### config.mk
export PLATFORM = sky130hd
export DESIGN_NAME = mem_bus_arbiter
export DESIGN_NICKNAME = d
export VERILOG_FILES = /design/src/rtl/mem_bus_arbiter_pkg.sv /design/src/rtl/mem_bus_arbiter_timeout.sv /design/src/rtl/mem_bus_arbiter.sv
export SDC_FILE = /design/constraint.sdc
export NUM_CORES = 1
export LEC_CHECK = 0
export CAP_MARGIN = 20
export CORE_AREA = 3 3 121 123
export DETAILED_ROUTE_END_ITERATION = 10
export DIE_AREA = 0 0 124 126
export SLEW_MARGIN = 10
export SYNTH_ARGS = -nofsm -noshare
export SYNTH_HDL_FRONTEND = slang
export SYNTH_SLANG_ARGS = --single-unit
### constraint.sdc
create_clock -name clk -period 5.8 [get_ports clk]
set_clock_uncertainty 0.15 [all_clocks]
set_input_delay 1.45 -clock clk [delete_from_list [all_inputs] [get_ports clk]]
set_output_delay 1.45 -clock clk [all_outputs]
set_load 0.005 [all_outputs]
### src/rtl/mem_bus_arbiter_pkg.sv
// Shared definitions for the two-master native memory bus arbiter.
//   arb_state_t : arbiter ownership state (IDLE, GNT0, GNT1)
//   DEF_TIMEOUT : default number of granted cycles before forced completion
//   ERR_RDATA   : read data returned to a master whose transaction timed out
package mem_arb_pkg;

  typedef enum logic [1:0] {
    IDLE = 2'd0,
    GNT0 = 2'd1,
    GNT1 = 2'd2
  } arb_state_t;

  localparam int unsigned DEF_TIMEOUT = 255;
  localparam int unsigned ERR_RDATA   = 0;

endpackage

### src/rtl/mem_bus_arbiter_timeout.sv
// Stall counter for a granted transaction.
//   clk, reset : clock, synchronous active-high reset
//   clear      : hold the count at zero (asserted while no transaction is owned)
//   enable     : count one stalled granted cycle
//   expire     : count has reached TIMEOUT-1, i.e. this is the last allowed cycle
module arb_timeout
  import mem_arb_pkg::*;
#(
  parameter int unsigned TIMEOUT = DEF_TIMEOUT
) (
  input  logic clk,
  input  logic reset,
  input  logic clear,
  input  logic enable,
  output logic expire
);

  localparam logic [15:0] LIMIT = 16'(TIMEOUT - 1);

  logic [15:0] cnt;

  always_ff @(posedge clk) begin
    if (reset || clear) begin
      cnt <= '0;
    end else if (enable) begin
      cnt <= cnt + 16'd1;
    end
  end

  assign expire = (cnt == LIMIT);

endmodule

### src/rtl/mem_bus_arbiter.sv
// Round-robin arbiter sharing one PicoRV32-native memory bus between the core
// (master 0) and a loader/debug master (master 1). One whole transaction is
// granted at a time; a transaction stalled for TIMEOUT cycles is completed
// to its master with zero read data and a one-cycle timeout_err pulse.
//   clk, reset              : clock, synchronous active-high reset
//   m0_* / m1_*             : master request (valid/addr/wdata/wstrb) and
//                             response (ready/rdata)
//   s_*                     : slave request and response
//   grant                   : one-hot current owner, 0 when idle
//   timeout_err             : pulses on forced completion
module mem_bus_arbiter
  import mem_arb_pkg::*;
#(
  parameter int unsigned ADDR_W  = 32,
  parameter int unsigned DATA_W  = 32,
  parameter int unsigned TIMEOUT = DEF_TIMEOUT
) (
  input  logic                  clk,
  input  logic                  reset,
  input  logic                  m0_valid,
  input  logic [ADDR_W-1:0]     m0_addr,
  input  logic [DATA_W-1:0]     m0_wdata,
  input  logic [DATA_W/8-1:0]   m0_wstrb,
  output logic                  m0_ready,
  output logic [DATA_W-1:0]     m0_rdata,
  input  logic                  m1_valid,
  input  logic [ADDR_W-1:0]     m1_addr,
  input  logic [DATA_W-1:0]     m1_wdata,
  input  logic [DATA_W/8-1:0]   m1_wstrb,
  output logic                  m1_ready,
  output logic [DATA_W-1:0]     m1_rdata,
  output logic                  s_valid,
  output logic [ADDR_W-1:0]     s_addr,
  output logic [DATA_W-1:0]     s_wdata,
  output logic [DATA_W/8-1:0]   s_wstrb,
  input  logic                  s_ready,
  input  logic [DATA_W-1:0]     s_rdata,
  output logic [1:0]            grant,
  output logic                  timeout_err
);

  arb_state_t state, state_nxt;
  // last: master that most recently completed (0 = m0, 1 = m1)
  logic last, last_nxt;
  logic tmo_clear, tmo_en, tmo_expire;

  // Owner-side view of the request, so both grant states share one path.
  logic                own;
  logic                own_valid;
  logic                own_ready;
  logic                own_err;

  always_ff @(posedge clk) begin
    if (reset) begin
      state <= IDLE;
      last  <= 1'b1;
    end else begin
      state <= state_nxt;
      last  <= last_nxt;
    end
  end

  assign tmo_clear = (state == IDLE);

  arb_timeout #(
    .TIMEOUT(TIMEOUT)
  ) u_timeout (
    .clk    (clk),
    .reset  (reset),
    .clear  (tmo_clear),
    .enable (tmo_en),
    .expire (tmo_expire)
  );

  always_comb begin
    state_nxt   = state;
    last_nxt    = last;
    tmo_en      = 1'b0;
    own         = (state == GNT1);
    own_valid   = 1'b0;
    own_ready   = 1'b0;
    own_err     = 1'b0;
    s_valid     = 1'b0;
    s_addr      = '0;
    s_wdata     = '0;
    s_wstrb     = '0;
    grant       = 2'b00;

    unique case (state)
      IDLE: begin
        if (m0_valid && m1_valid) begin
          state_nxt = last ? GNT0 : GNT1;
        end else if (m0_valid) begin
          state_nxt = GNT0;
        end else if (m1_valid) begin
          state_nxt = GNT1;
        end
      end
      GNT0, GNT1: begin
        grant     = own ? 2'b10 : 2'b01;
        own_valid = own ? m1_valid : m0_valid;
        s_addr    = own ? m1_addr  : m0_addr;
        s_wdata   = own ? m1_wdata : m0_wdata;
        s_wstrb   = own ? m1_wstrb : m0_wstrb;
        // A dropped request is abandoned silently; it does not count as
        // served, so the round-robin pointer is left alone.
        if (!own_valid) begin
          state_nxt = IDLE;
        end else if (s_ready) begin
          s_valid   = 1'b1;
          own_ready = 1'b1;
          state_nxt = IDLE;
          last_nxt  = own;
        end else if (tmo_expire) begin
          own_ready = 1'b1;
          own_err   = 1'b1;
          state_nxt = IDLE;
          last_nxt  = own;
        end else begin
          s_valid = 1'b1;
          tmo_en  = 1'b1;
        end
      end
      default: state_nxt = IDLE;
    endcase
  end

  always_comb begin
    m0_ready    = own_ready && !own;
    m1_ready    = own_ready &&  own;
    timeout_err = own_err;
    m0_rdata    = (own_err && !own) ? DATA_W'(ERR_RDATA) : s_rdata;
    m1_rdata    = (own_err &&  own) ? DATA_W'(ERR_RDATA) : s_rdata;
  end

endmodule

==> qor.yml <==
run_status:
  status: "completed"
yosys:
  synthTopCellsByCount: "nor2b_1 (101), mux2i_1 (78), and2_1 (33)"
  post-synth-top-count-cell: "nor2b_1"
  yosysTopAreaCell: "mux2i_1"
  ys.flop_type: "dfxtp_1"
  synth-seq-cells: 19
  async_reset_ff_share_pct: 0
  synth_edf_count: 0
  netlist.area_leader.share_pct: 28.0
  syn_area_mm2: 0.00279
  yosys_warnings: 0
  syn_inst: 366
  synth_cell_types: 36
  syn_area_per_cell_um2: 7.61
  synth_area_leaders: "mux2i_1 (28%), nor2b_1 (23%), dfxtp_1 (14%), and2_1 (7.4%), ha_1 (2.7%)"
  ys_seq_area_share_pct: 13.7
  synthesis.nets: 545
critical_path:
  crit_chain: "clkdlybuf4s50_1 -> mux2i_1 -> nor2_1 -> and4_1 -> buf_4 -> nor2b_1 -> clkdlybuf4s50_1"
  cp_top_family: "buffers and inverters"
  startpoint_type: "primary input"
  reg2reg_depth: 6
  critPathMaxStageDelay_ns: 0.54
  critPathRequiredTime_ns: 4.20
  critical_path_class: "primary input to output port"
  endpoint_kind: "output port"
  critPathMaxFanout: 32
  critPathBufInv: 3
  cpMaxStageDelayCell: "clkdlybuf4s50_1"
  critical_path_depth: 7
  cp_common_cell: "clkdlybuf4s50_1"
  worstPathArrival_ns: 3.71
  reg2reg_setup_slack_ns: 3.13
global_route:
  grt_use_met3_pct: 8.40
  grt_pass1_vias: 3695
  met2_usage_pct: 31.1
  grt.met1_usage_pct: 19.3
  top_usage_layer: "met2"
  gr-usage-all-layers_pct: 17.7
  gr-total-overflow: 0
  grt_pass1_wl_um: 21500
  antenna_found_initial: 0
  grt_start_max_net_pins: 70
clocking:
  cts_setup_buffers: 0
  cts_hold_buf: 0
  ctsResizeCount: 0
  cts_tree: "yes"
  cts_buffer_depth: 2
  clk_pin_slew_ns: 0.05
  root_buffer: "clkbuf_16"
  cts_buffers: 3
  worstSkewPairLatency_ns: 0.25
  cts.sinks: 19
  cts_max_level: 1
final_layout:
  num-nets-final: 839
  drive_above_1_share_pct: 2.28
  instances_no_fill: 839
  fin_area_mm2: 0.00614
  syn_to_final_growth_pct: 120
  diodes: 0
  nFillCells: 1396
timing:
  max_slew_margin_pct: 46.7
  worst_pin_slew_ns: 0.799
  fin_crit_sh_pct: 91.5
  rsz0062_at_grt: "false"
  finalHoldViolations: 0
  setup_viol: 0
  hold_slack_ns: 0.336
  final.min_clock_period_ns: 5.31
  slew_violations: 0
  finalSetupTns_ns: 0
  max_clock_freq_mhz: 188
drt:
  drc_errors: 0
  first_pass_iters: 4
  post_drt_via_cell_ratio: 4.47
  routed_wl_um: 14900
  drt_iter0_drc: 151
  drtAntennaViolNets: 0
  wire_per_inst_um: 17.8
  vias: 3753
hold_path:
  hold_depth: 2
  hold_class: "flop to flop"
floorplan:
  die_area_mm2: 0.0156
  ios: 311
  initial_utilization_pct: 20.2
  rows: 43
  die-height_um: 126
  die_w_um: 124
  core_mm2: 0.0138
power:
  power.total_mw: 0.876
  power_density_mw_per_mm2: 143
  p_leak_nw: 2.16
  vdd_drop_max_uv: 79.2
placement:
  place_congestion: 0.871
  dpl.hpwl_um: 12800
  placed_cell_area_mm2: 0.00605
  post-place-cells: 834
  io_buffer_count: 310
run:
  max_cap_violations: 0
flip-flops by register name, summed over array words and instances, names as in the netlist:
name	count
u_timeout.cnt	16
last	1
state	2
through the flow:
step / utilization (%) / setup WS (ns)
2_1_floorplan: - / 1.79
3_3_place_gp: 44.0 / 0.619
3_5_place_dp: 44.0 / 0.533
4_1_cts: 44.5 / 0.505
5_1_grt: 44.6 / 0.280
6_report: 44.6 / 0.494
power breakdown:
part / internal, mW / switching, mW / leakage, nW
Sequential: 0.133 / 0.00250 / 0.153
Clock: 0.0935 / 0.0490 / 0.0382
Combinational: 0.380 / 0.217 / 1.97
Total: 0.607 / 0.269 / 2.16
cell usage in the layout (no fill, tap or decap), types with 2 or more instances in the layout:
| cell | count |
|---|---|
| nand4_1 | 9 |
| clkbuf_16 | 3 |
| inv_1 | 7 |
| a21oi_1 | 8 |
| mux2i_1 | 78 |
| clkdlybuf4s50_1 | 310 |
| or3_1 | 8 |
| nand2_1 | 14 |
| and2_1 | 33 |
| a31oi_1 | 2 |
| a41o_1 | 2 |
| nor3b_1 | 2 |
| nand3_1 | 4 |
| and4_1 | 4 |
| mux2_2 | 2 |
| a2111oi_0 | 2 |
| nor4_1 | 3 |
| ha_1 | 4 |
| nand2b_1 | 4 |
| o21ai_0 | 4 |
| a31o_2 | 2 |
| dfxtp_1 | 19 |
| nor2b_1 | 101 |
| o31ai_1 | 2 |
| nor2_1 | 10 |
| or4_1 | 3 |
| buf_4 | 4 |
| and4b_1 | 2 |
| and3_1 | 3 |
path summary, 6_finish.rpt:
check | start | end
worst min-delay path | u_timeout.cnt[5] | u_timeout.cnt[5]
worst max register to register | state[0] | u_timeout.cnt[10]
worst min register to register | u_timeout.cnt[5] | u_timeout.cnt[5]
worst max-delay path | m0_valid | m0_rdata[26]
final cells by class:
type	count	area, um^2	area share (%)
multi-input combinational	314	2290	37.3
inverter	7	26.3	0.428
clock buffer	4	78.8	1.28
sequential	19	380	6.20
tap	180	225	3.67
timing repair buffer	315	3140	51.1
worst reg2reg max path, stage by stage, from the launching register on:
cell     delay (ns)
dfxtp_1        0.33
inv_1          0.16
ha_4           0.47
mux2i_1        0.23
or4_1          0.68
or4_1          0.45
a21oi_1        0.14
routing by layer:
metal  part of all wire [%]  vias to the layer above
li1                       -                     1846
met1                     35                     1675
met2                     49                      216
met3                     14                       16
met4                    1.9                        0
met5                      0                        -
cell families after synthesis:
| kind of cell | after synthesis | share of synthesized area (%) |
|---|---|---|
| AO/OA/AOI/OAI | 24 | 5.66 |
| adder cells (fa/ha/maj) | 6 | 2.69 |
| buffers and inverters | 33 | 4.71 |
| flip-flops | 19 | 13.7 |
| multiplexers | 80 | 28.8 |
| AND/OR/NAND/NOR | 204 | 44.5 |
Note: power is estimated with default switching activity, not from simulation.
